**src/rtl/fifo_16_wr_arb.sv**
```systemverilog
// fifo_16_wr_arb: packet-granular round-robin arbiter for the single write
// port of a fifo_16. It tracks FIFO occupancy itself, using the consumer's read strobe.
// Optional feature: define FIFO_ARB_TIMEOUT_EN to release an owner that
// leaves req low for TMO consecutive cycles in the middle of a packet.
module fifo_16_wr_arb #(
  parameter int NREQ   = 4,
  parameter int AWIDTH = 9,
  parameter int DEPTH  = 512,
  parameter int LVLW   = 10,
  parameter int TMO    = 64
) (
  input  logic                   clk,
  input  logic                   rst_n,
  input  logic [NREQ-1:0]        req,
  input  logic [NREQ-1:0]        last,
  input  logic [NREQ*AWIDTH-1:0] din,
  output logic [NREQ-1:0]        ack,
  output logic                   fifo_wr_en,
  output logic [AWIDTH-1:0]      fifo_din,
  input  logic                   fifo_rd_en,
  output logic [LVLW-1:0]        level,
  output logic                   empty,
  output logic                   full,
  output logic                   udf_err,
  output logic                   tmo_err
);

  localparam int OWW = (NREQ > 1) ? $clog2(NREQ) : 1;

  // Catch illegal parameter sets at elaboration time.
  if (TMO < 1 || (1 << LVLW) <= DEPTH || NREQ < 2 || NREQ > 8) begin : g_bad_param
    $error("fifo_16_wr_arb: illegal parameter combination");
  end

  typedef enum logic {IDLE, BUSY} state_t;

  state_t              state_q, state_d;
  logic [OWW-1:0]      owner_q, owner_d;
  logic [OWW-1:0]      rr_ptr_q, rr_ptr_d;
  logic [OWW-1:0]      winner, owner_inc;
  logic                any_req;
  logic [LVLW-1:0]     level_q, level_d;
  logic                fifo_wr_en_q, fifo_wr_en_d;
  logic [AWIDTH-1:0]   fifo_din_q, fifo_din_d;
  logic                udf_err_q, udf_err_d;
  logic                full_now, full_next, accept, rd_ok;
  logic [AWIDTH-1:0]   din_arr [NREQ];

`ifdef FIFO_ARB_TIMEOUT_EN
  localparam int TW = $clog2(TMO + 1);
  logic [TW-1:0]       tmo_cnt_q, tmo_cnt_d;
  logic                tmo_err_q, tmo_err_d;
`endif

  // Unpack the flat requester data bus into one word per requester.
  for (genvar gi = 0; gi < NREQ; gi++) begin : g_din
    assign din_arr[gi] = din[gi*AWIDTH +: AWIDTH];
  end

  assign full_now  = (level_q == LVLW'(DEPTH));
  // A read in this cycle frees a slot, so a full FIFO can still take a word.
  assign full_next = full_now & ~fifo_rd_en;
  assign rd_ok     = fifo_rd_en & (level_q != '0);
  assign owner_inc = (owner_q == OWW'(NREQ - 1)) ? '0 : owner_q + 1'b1;

  // Round-robin search starting at rr_ptr; scanning downwards lets the
  // closest requester to rr_ptr overwrite any farther one.
  always_comb begin
    int idx;
    winner  = rr_ptr_q;
    any_req = 1'b0;
    for (int i = NREQ - 1; i >= 0; i--) begin
      idx = int'(rr_ptr_q) + i;
      if (idx >= NREQ) idx = idx - NREQ;
      if (req[OWW'(idx)]) begin
        winner  = OWW'(idx);
        any_req = 1'b1;
      end
    end
  end

  // Next-state, grant, write-path and occupancy logic.
  always_comb begin
    state_d      = state_q;
    owner_d      = owner_q;
    rr_ptr_d     = rr_ptr_q;
    ack          = '0;
    accept       = 1'b0;
    fifo_wr_en_d = 1'b0;
    fifo_din_d   = fifo_din_q;
`ifdef FIFO_ARB_TIMEOUT_EN
    tmo_cnt_d    = '0;
    tmo_err_d    = tmo_err_q;
`endif
    case (state_q)
      IDLE: begin
        if (any_req) begin
          owner_d = winner;
          state_d = BUSY;
        end
      end
      BUSY: begin
        if (req[owner_q] && !full_next) begin
          accept       = 1'b1;
          ack[owner_q] = 1'b1;
          fifo_wr_en_d = 1'b1;
          fifo_din_d   = din_arr[owner_q];
          if (last[owner_q]) begin
            rr_ptr_d = owner_inc;
            state_d  = IDLE;
          end
        end
`ifdef FIFO_ARB_TIMEOUT_EN
        // Only a silent owner counts towards the timeout; a full stall does not.
        if (!req[owner_q]) begin
          if (tmo_cnt_q == TW'(TMO - 1)) begin
            rr_ptr_d  = owner_inc;
            state_d   = IDLE;
            tmo_err_d = 1'b1;
          end else begin
            tmo_cnt_d = tmo_cnt_q + 1'b1;
          end
        end
`endif
      end
      default: state_d = IDLE;
    endcase

    level_d = level_q;
    case ({accept, rd_ok})
      2'b10:   level_d = level_q + 1'b1;
      2'b01:   level_d = level_q - 1'b1;
      default: level_d = level_q;
    endcase
    udf_err_d = udf_err_q | (fifo_rd_en & (level_q == '0));
  end

  // All state lives in one register bank with asynchronous reset.
  always_ff @(posedge clk or negedge rst_n) begin
    if (!rst_n) begin
      state_q      <= IDLE;
      owner_q      <= '0;
      rr_ptr_q     <= '0;
      level_q      <= '0;
      fifo_wr_en_q <= 1'b0;
      fifo_din_q   <= '0;
      udf_err_q    <= 1'b0;
`ifdef FIFO_ARB_TIMEOUT_EN
      tmo_cnt_q    <= '0;
      tmo_err_q    <= 1'b0;
`endif
    end else begin
      state_q      <= state_d;
      owner_q      <= owner_d;
      rr_ptr_q     <= rr_ptr_d;
      level_q      <= level_d;
      fifo_wr_en_q <= fifo_wr_en_d;
      fifo_din_q   <= fifo_din_d;
      udf_err_q    <= udf_err_d;
`ifdef FIFO_ARB_TIMEOUT_EN
      tmo_cnt_q    <= tmo_cnt_d;
      tmo_err_q    <= tmo_err_d;
`endif
    end
  end

  assign fifo_wr_en = fifo_wr_en_q;
  assign fifo_din   = fifo_din_q;
  assign level      = level_q;
  assign empty      = (level_q == '0);
  assign full       = full_now;
  assign udf_err    = udf_err_q;
`ifdef FIFO_ARB_TIMEOUT_EN
  assign tmo_err    = tmo_err_q;
`else
  assign tmo_err    = 1'b0;
`endif

endmodule

```
**config.mk**
```make
export PLATFORM = sky130hd
export DESIGN_NAME = fifo_16_wr_arb
export DESIGN_NICKNAME = d
export VERILOG_FILES = /design/src/rtl/fifo_16_wr_arb.sv
export SDC_FILE = /design/constraint.sdc
export NUM_CORES = 1
export LEC_CHECK = 0
export ABC_AREA = 1
export BUFFER_PORTS_ARGS = -buffer_cell sky130_fd_sc_hd__buf_4
export CAP_MARGIN = 30
export CELL_PAD_IN_SITES_DETAIL_PLACEMENT = 1
export CELL_PAD_IN_SITES_GLOBAL_PLACEMENT = 1
export CORE_UTILIZATION = 34
export CTS_CLUSTER_SIZE = 8
export DETAILED_ROUTE_END_ITERATION = 10
export PLACE_DENSITY = 0.89
export SYNTH_ARGS = -nofsm -noshare
export SYNTH_HDL_FRONTEND = slang
export SYNTH_SLANG_ARGS = --single-unit
```
**constraint.sdc**
```tcl
create_clock -name clk -period 3.5 [get_ports clk]
set_input_delay 0.175 -clock clk [delete_from_list [all_inputs] [get_ports clk]]
set_output_delay 0.175 -clock clk [all_outputs]
set_load 0.01 [all_outputs]
```
==> results of run 1 <==
[flip-flops by register name, indices dropped and copies added (netlist names)]
register / cells
fifo_din: 9
level: 10
udf_err: 1
fifo_wr_en: 1
state_q: 1
rr_ptr_q: 2
owner_q: 2
[critical path, cell delays in order (launching register included)]
cell and delay [ns]:
dfrtp_1 0.48, or2_1 0.25, nor2_2 0.14, nand2_2 0.07, nor2_4 0.13, nand2_4 0.08
nand2_4 0.18, ha_1 0.49, ha_1 0.38, a21oi_1 0.20, nand2_1 0.09, nand2_1 0.09
nand3_1 0.09, nand2_1 0.08, nand2_1 0.05, nand2_1 0.06, nand2_1 0.05
[Yosys cell counts]
cell | count | area share, %
nand2_2 | 6 | 1.8
inv_2 | 2 | 0.35
a31oi_1 | 1 | 0.29
or2_1 | 1 | 0.29
conb_1 | 1 | 0.18
o22ai_1 | 9 | 2.6
a21oi_4 | 1 | 0.76
buf_4 | 1 | 0.35
nor2_2 | 1 | 0.29
dfrtp_1 | 26 | 30
o21bai_1 | 3 | 1.1
nor2_4 | 1 | 0.53
nand3_1 | 23 | 5.4
inv_1 | 32 | 5.6
o21ai_0 | 24 | 5.6
o31ai_1 | 1 | 0.35
o211ai_1 | 1 | 0.35
fa_1 | 1 | 0.94
buf_1 | 1 | 0.18
buf_12 | 1 | 0.94
clkbuf_1 | 6 | 1.1
nand4_1 | 3 | 0.88
xnor2_1 | 2 | 0.82
nor2_1 | 42 | 7.4
xor2_1 | 1 | 0.41
nand3b_1 | 1 | 0.35
nand2_1 | 108 | 19
buf_2 | 2 | 0.47
nand2_4 | 2 | 1.1
a21boi_0 | 1 | 0.35
a21oi_1 | 8 | 1.9
clkbuf_2 | 1 | 0.23
nor3_1 | 1 | 0.23
ha_1 | 13 | 7.6
[per-stage QoR]
stage / total power [uW] / instance area [um^2] / util (%) / setup WS, ns
CTS: 2830 / 2820 / 47.1 / 0.497
detailed placement: 2550 / 2740 / 45.7 / 0.511
finish: 2800 / 2820 / 47.1 / 0.492
global route: 3120 / 2820 / 47.1 / 0.202
floorplan: 1940 / 2140 / - / 0.810
global placement: 2480 / 2740 / 45.7 / 0.623
[cell families after synthesis]
kind of cell	after synthesis	share of synthesized area, %
buffers and inverters	46	9.19
XOR/XNOR	3	1.23
flip-flops	26	30.4
adder cells (fa/ha/maj)	14	8.55
AO/OA/AOI/OAI	49	13.3
AND/OR/NAND/NOR	189	37.1
other	1	0.175
[where the power goes]
part / internal (uW) / switching [uW]
Sequential: 462 / 171
Clock: 153 / 104
Combinational: 753 / 1160
Total: 1370 / 1440
[cell type report]
type	count	area (um^2)
tap	75	93.8
inverter	34	128
fill	805	3170
timing repair buffer	78	588
multi-input combinational	256	1290
clock buffer	3	41.3
sequential	26	651
clock inverter	1	30.0
[routing by layer]
layer  up-vias  share of wire (%)  GRT usage [%]
met5         -                  0              0
met4         0                1.0           6.07
met3         5                4.7           3.03
met2        47                 49           35.8
met1      1103                 45           26.5
li1       1187                  -              -
[how the worst max path moves through the flow]
stage | from | end | slack (ns) | depth (start not counted)
6_report | level[0] | level[9] | 0.49 | 16
5_1_grt | level[0] | level[9] | 0.20 | 18
4_1_cts | level[0] | level[9] | 0.50 | 16
3_5_place_dp | level[0] | level[8] | 0.51 | 16
3_3_place_gp | owner_q[1] | level[9] | 0.62 | 13
2_1_floorplan | level[0] | level[9] | 0.81 | 17
[repair_timing]
| item | CTS | global route |
|---|---|---|
| setup endpoints to repair | 0 | 0 |
| hold endpoints to repair | 26 | 0 |
| hold buffers | 1 | 0 |
==> impl_metrics.json, run 1 <==
{
  "dr.pass1.iters": 6,
  "core-area_um2": 5990,
  "endpoint_kind": "register",
  "routed_wl_um": 6610,
  "dieArea_um2": 6610,
  "rsz0062_at_grt": "false",
  "start_kind": "register",
  "min_path_cells": 3,
  "dp_cells": 468,
  "place_congestion": 0.855,
  "r2r_end": "level[9]",
  "cts_resized": 0,
  "hp-class": "input pin to register",
  "cp.arrival_ns": 3.19,
  "io_pins": 75,
  "final_cell_count_no_fill": 473,
  "finalCritPeriodShare_pct": 85.9,
  "syn_to_final_growth_pct": 32.0,
  "clock_path_buffers": 2,
  "syn_area_um2": 2140,
  "pwr_density_cell_nw_per_um2": 993,
  "finClkSkew_ns": 0.00385,
  "cts_max_level": 1,
  "drv_cap": 0,
  "initial_core_util_pct": 35.7,
  "r2r-start": "level[0]",
  "die_w_um": 81.3,
  "clock_latency_ns": 0.28,
  "nets": 460,
  "hold_slack_ns": 0.211,
  "layout_common_cells": "nand2_1 (108), buf_4 (77), nor2_1 (42)",
  "reg2reg_depth": 16,
  "synth_cells": 328,
  "slew_viol_final": 0,
  "synth_cell_types": 34,
  "grt_overflow_total": 0,
  "cts_tree": "yes",
  "drive_gt1_share_pct": 23.6,
  "tns_ns": 0,
  "p_leak_uw": 0.00156,
  "grt_max_degree": 27,
  "grt_pass1_wl_um": 10600,
  "seq_area_frac_synth_pct": 30.4,
  "clk_pin_slew_ns": 0.10,
  "portBuffers": 73,
  "criticalPathCategory": "register to register",
  "reg2reg_slack_ns": 0.49,
  "whs_endpoint": "udf_err",
  "vias": 2342,
  "outcome": "finished clean",
  "antenna_left": 0,
  "postSynthAreaPerCell_um2": 6.52,
  "grt_usage_pct": 20.7,
  "yosys_warnings": 0,
  "final_common_cell": "nand2_1",
  "antenna_found_initial": 0,
  "peakVddDrop_uv": 458,
  "via_per_inst": 4.95,
  "grt_pass1_vias": 2279,
  "cp.required_ns": 3.68,
  "fp-row-count": 28,
  "period_needed_ns": 3.01,
  "synth.ff_latch_count": 26,
  "postCtsSetupBuffers": 0,
  "min_from": "fifo_rd_en",
  "drt-initial-drc-count": 68,
  "cts_root_buffer": "clkbuf_8",
  "synth_nets": 389,
  "die_y_um": 81.3,
  "hold_viol": 0,
  "path_max_fanout": 15,
  "max_freq_mhz": 332,
  "wl_per_cell_um": 14.0,
  "drc": 0,
  "cts_buffers": 3,
  "n_antenna_cell": 0,
  "hpwl_um": 5240,
  "cts_sinks": 26,
  "finalSetupViolations": 0
}
Power figures use the tool's default switching activity.
==> run 2: changes to the inputs <==
==> constraint.sdc (replaced) <==
create_clock -name clk -period 2.8 [get_ports clk]
set_input_delay 0.14 -clock clk [delete_from_list [all_inputs] [get_ports clk]]
set_output_delay 0.14 -clock clk [all_outputs]
set_load 0.01 [all_outputs]
==> run 2 against run 1 <==
  * Final area grew 0.62%
  * Critical endpoint unchanged
  * Clock power shrank 18%
  * Final cell count grew 0.63%
  * Maximum frequency grew 20%
  * Global-route usage grew 0.83 points
  * Critical path depth shrank 1
==> impl_metrics.json, run 2 (synthesis gave the netlist of run 1 again) <==
{
  "outcome": "finished clean",
  "cts_tree": "yes",
  "power.internal_uw": 1670,
  "portBuffers": 73,
  "clock_latency_ns": 0.27,
  "grt_pass1_vias": 2321,
  "hold_slack_ns": 0.196,
  "vias": 2385,
  "cp.arrival_ns": 2.66,
  "pwr-share-comb_pct": 72.2,
  "cts_buffers": 3,
  "whs_endpoint": "udf_err",
  "io_pins": 75,
  "p_leak_uw": 0.00157,
  "place_ws_ns": -0.0615,
  "reg2reg_slack_ns": 0.30,
  "min_from": "fifo_rd_en",
  "criticalPathCategory": "register to register",
  "path_max_fanout": 10,
  "grt_pass1_wl_um": 11000,
  "core-area_um2": 5990,
  "n_antenna_cell": 0,
  "p_sw_share_pct": 52.2,
  "cp_common_cell": "nand2_1",
  "nets": 464,
  "crit_slowest_cell": "dfrtp_1",
  "routed_wl_um": 6860,
  "final_common_cell": "nand2_1",
  "finClkSkew_ns": 0.00104,
  "min_path_cells": 3,
  "setup_slack_ns": 0.301,
  "largest_reg_flops": 10,
  "fin_util_pct": 47.4,
  "antenna_found_initial": 0,
  "critPathMaxStageDelay_ns": 0.44,
  "clk_pin_slew_ns": 0.08,
  "layout_common_cells": "nand2_1 (108), buf_4 (81), nor2_1 (42)",
  "grt_max_degree": 27,
  "finalSetupViolations": 0,
  "seq_power_share_pct": 21.8,
  "fp-row-count": 28,
  "antenna_left": 0,
  "hpwl_um": 5410,
  "place_congestion": 0.871,
  "initial_core_util_pct": 35.7,
  "clock_path_buffers": 2,
  "syn_to_final_growth_pct": 32.8,
  "dieArea_um2": 6610,
  "wl_per_cell_um": 14.4,
  "pwr_density_cell_nw_per_um2": 1230,
  "crit_chain": "nor3_2 -> nand2_2 -> nor2_4 -> nand2_4 -> nand2_4 -> ha_4 -> ha_1 -> nand2_1 -> inv_1 -> a21oi_1 -> nand3_1 -> nand2_1 -> nand2_1 -> nand2_1 -> nand2_1",
  "power_switching_uw": 1830,
  "cts_max_level": 1,
  "cts_root_buffer": "clkbuf_8",
  "drv_cap": 0,
  "r2r-start": "level[7]",
  "max_freq_mhz": 400,
  "pwr-share-clk_pct": 6.0,
  "reg2reg_depth": 15,
  "peakVddDrop_uv": 563,
  "rsz0062_at_grt": "false",
  "cp.required_ns": 2.96,
  "cts_sinks": 26,
  "drt-initial-drc-count": 70,
  "postCtsSetupBuffers": 0,
  "slew_viol_final": 0,
  "finalCritPeriodShare_pct": 89.3,
  "drc": 0,
  "r2r_end": "level[9]",
  "via_per_inst": 5.01,
  "period_needed_ns": 2.50,
  "grt_usage_pct": 21.6,
  "hold_viol": 0,
  "endpoint_kind": "register",
  "hp-class": "input pin to register",
  "die_w_um": 81.3,
  "grt_overflow_total": 0,
  "die_y_um": 81.3,
  "dr.pass1.iters": 4,
  "start_kind": "register",
  "drive_gt1_share_pct": 24.7,
  "tns_ns": 0
}
## run 2: cell count changes in the layout (fill, tap and decap cells not counted)
cell / before / now
buf_4: 77 / 81
bufinv_16: 1 / 0
nor3_2: 0 / 1
ha_4: 0 / 1
nor3_1: 1 / 0
ha_1: 13 / 12
## run 2: final cells by class
cell class | count | area, um^2
clock buffer | 3 | 41.3
fill | 813 | 3150
inverter | 34 | 128
multi-input combinational | 256 | 1310
sequential | 26 | 651
tap | 75 | 93.8
timing repair buffer | 82 | 618
## run 2: worst max-delay path: cells and delay by family (launching register included)
| family | cells | cell delay [ns] |
|---|---|---|
| buf+inv | 1 | 0.04 |
| flops | 1 | 0.44 |
| simple gates | 11 | 1.17 |
| compound gates | 1 | 0.23 |
| fa+ha+maj | 2 | 0.52 |
## run 2: timing repair
item,4_1_cts,5_1_grt
gates resized for setup,1,2
hold buffers,1,0
endpoints found under the hold margin,26,0
gates cloned,0,0
endpoints found under the setup margin,2,6
## run 2: how the worst max path moves through the flow
stage / startpoint / cells after the start / endpoint / slack (ns)
after floorplan: level[0] / 17 / level[9] / 0.11
after global placement: level[7] / 13 / level[8] / 0.07
after detailed placement: level[7] / 15 / level[9] / -0.06
after CTS: level[7] / 15 / level[9] / 0.04
after global routing: level[3] / 17 / level[9] / 0.07
final: level[7] / 15 / level[9] / 0.30
## run 2: stage by stage
step,total power (uW),std cells,area (um^2)
2_1_floorplan,2420,328,2140
3_3_place_gp,3140,472,2770
3_5_place_dp,3270,472,2770
4_1_cts,3510,476,2820
5_1_grt,3900,476,2840
6_report,3510,476,2840
## run 2: layer usage
metal | vias to the layer above | GRT usage, % | wire length, um
met1 | 1136 | 28.3 | 3130
met2 | 47 | 37.9 | 3380
met4 | 0 | 4.29 | 78
met5 | - | 0 | 0
met3 | 6 | 2.25 | 267
li1 | 1196 | - | -
## run 2: power groups by stage
stage                     Clock [uW]  Sequential, uW  Combinational (uW)
after floorplan                    0             795                1630
after global placement             0             754                2380
after detailed placement           0             770                2500
after CTS                        219             764                2530
after global routing             231             797                2870
final                            211             764                2530
==> run 3: changes to the inputs <==
--- a/config.mk
+++ b/config.mk
@@ -10,10 +10,11 @@
 export CAP_MARGIN = 30
 export CELL_PAD_IN_SITES_DETAIL_PLACEMENT = 1
 export CELL_PAD_IN_SITES_GLOBAL_PLACEMENT = 1
-export CORE_UTILIZATION = 34
+export CORE_UTILIZATION = 35
+export CTS_BUF_LIST = sky130_fd_sc_hd__clkbuf_2 sky130_fd_sc_hd__clkbuf_4 sky130_fd_sc_hd__clkbuf_8
 export CTS_CLUSTER_SIZE = 8
 export DETAILED_ROUTE_END_ITERATION = 10
-export PLACE_DENSITY = 0.89
+export PLACE_DENSITY = 0.91
 export SYNTH_ARGS = -nofsm -noshare
 export SYNTH_HDL_FRONTEND = slang
 export SYNTH_SLANG_ARGS = --single-unit
==> run 3 against run 2 <==
  * Utilization increased by 0.67 points
  * Global-route usage is 0.26 points lower
  * Sequential cell count unchanged
  * Worst setup slack lost 0.025 ns
  * Highest routed layer unchanged
  * First-iteration DRC count down 13%
  * Die area shrank 2.8%
  * Maximum frequency shrank 1.0%
==> impl_metrics.json, run 3 (synthesis gave the netlist of run 1 again) <==
{
  "dieArea_um2": 6420,
  "path_buf_inv": 0,
  "dr.pass1.iters": 4,
  "reg2reg_slack_ns": 0.28,
  "drc": 0,
  "slew_viol_final": 0,
  "endpoint_kind": "register",
  "clock_path_buffers": 2,
  "vias": 2407,
  "routed_wl_um": 6650,
  "die_y_um": 80.1,
  "grt_overflow_total": 0,
  "clk_pin_slew_ns": 0.09,
  "cp_common_cell": "nand2_1",
  "n_antenna_cell": 0,
  "rsz0062_at_grt": "false",
  "layout_common_cells": "nand2_1 (108), buf_4 (80), nor2_1 (42)",
  "cp.arrival_ns": 2.70,
  "p_leak_uw": 0.00157,
  "cp.required_ns": 2.97,
  "wl_per_cell_um": 14.0,
  "min_path_cells": 3,
  "nets": 463,
  "crit_family": "simple AND/OR/NAND/NOR gates",
  "place_congestion": 0.838,
  "r2r_end": "level[9]",
  "hp-class": "input pin to register",
  "fillers": 805,
  "antenna_found_initial": 0,
  "via_per_inst": 5.06,
  "criticalPathCategory": "register to register",
  "drt-initial-drc-count": 61,
  "grt_pass1_wl_um": 10800,
  "multi_input_comb_area_um2": 1310,
  "initial_core_util_pct": 36.1,
  "grt_pass1_vias": 2416,
  "postCtsSetupBuffers": 0,
  "cts_root_buffer": "clkbuf_8",
  "cp.depth": 16,
  "finClkSkew_ns": 0.00501,
  "core-area_um2": 5920,
  "pwr_density_cell_nw_per_um2": 1240,
  "final_common_cell": "nand2_1",
  "cts_tree": "yes",
  "crit_chain": "or2_1 -> nor2_2 -> nand2_2 -> nor2_4 -> nand2_4 -> nand2_4 -> ha_4 -> ha_1 -> a21oi_1 -> nand2_1 -> nand2_1 -> nand3_1 -> nand2_1 -> nand2_1 -> nand2_1 -> nand2_1",
  "finalCritPeriodShare_pct": 90.2,
  "dp_cells": 471,
  "hpwl_um": 5260,
  "reg2reg_depth": 16,
  "cts_buffers": 3,
  "portBuffers": 73,
  "tns_ns": 0,
  "grt_max_degree": 27,
  "cts_max_level": 1,
  "grt_usage_pct": 21.3,
  "outcome": "finished clean",
  "critPathMaxStageDelay_ns": 0.39,
  "hold_viol": 0,
  "min_from": "fifo_rd_en",
  "start_kind": "register",
  "largest_reg_flops": 10,
  "finalSetupViolations": 0,
  "clock_latency_ns": 0.28,
  "seq_area_um2": 651,
  "die_w_um": 80.1,
  "path_max_fanout": 10,
  "crit_slowest_cell": "dfrtp_1",
  "syn_to_final_growth_pct": 33.1,
  "antenna_left": 0,
  "period_needed_ns": 2.52,
  "cts_sinks": 26,
  "fp-row-count": 28,
  "drv_cap": 0,
  "io_pins": 75,
  "peakVddDrop_uv": 441,
  "drive_gt1_share_pct": 24.7,
  "max_freq_mhz": 396,
  "final_cell_count_no_fill": 476,
  "r2r-start": "level[1]",
  "whs_endpoint": "udf_err"
}
==> run 3: cell count changes in the layout (fill, tap and decap cells not counted), sizes merged <==
cell / delta
buf: -1
clkbuf: +1
==> run 3: worst min-delay path: cells and delay by family <==
family / cells / cell delay, ns
AOI/OAI and AO/OA: 1 / 0.16
buffers and inverters: 2 / 0.16
==> run 3: worst max-delay path by stage <==
stage / slack (ns) / start / end
5_1_grt: 0.13 / level[3] / level[9]
4_1_cts: 0.1 / level[7] / level[9]
3_5_place_dp: 0.08 / level[7] / level[9]
3_3_place_gp: 0.17 / level[7] / level[9]
2_1_floorplan: 0.11 / level[0] / level[9]
6_report: 0.28 / level[1] / level[9]
==> run 3: cell type report <==
type | instances | area share [%]
timing repair buffer | 81 | 21.5
sequential | 26 | 22.9
tap | 75 | 3.30
clock buffer | 4 | 1.93
multi-input combinational | 256 | 46.0
inverter | 34 | 4.49
==> run 3: per-stage QoR <==
| step | hold slack (ns) | power (uW) | util (%) | setup WS, ns | instance area, um^2 |
|---|---|---|---|---|---|
| floorplan | -0.156 | 2420 | - | 0.110 | 2140 |
| global placement | 0.0745 | 3120 | 46.7 | 0.174 | 2760 |
| detailed placement | 0.0746 | 3240 | 46.7 | 0.0840 | 2760 |
| CTS | 0.219 | 3520 | 47.8 | 0.0963 | 2830 |
| global route | 0.241 | 3910 | 48.1 | 0.130 | 2850 |
| finish | 0.213 | 3520 | 48.1 | 0.275 | 2850 |
==> run 3: repair_timing <==
item / CTS / global route
hold buffers: 1 / 0
endpoints found under the hold margin: 26 / 0
gates resized for setup: 1 / 2
setup endpoints to repair: 1 / 1
==> run 3: power by group <==
group	total, uW	switching [uW]	internal (uW)
clock network	250	124	126
logic	2500	1500	1010
registers	770	193	577
total	3520	1820	1710
==> run 3: layer usage <==
| layer | global-route usage, % | share of wire, % |
|---|---|---|
| met1 | 26.1 | 44 |
| met2 | 39.4 | 48 |
| met3 | 3.30 | 6.6 |
| met4 | 3.75 | 0.84 |
| met5 | 0 | 0 |
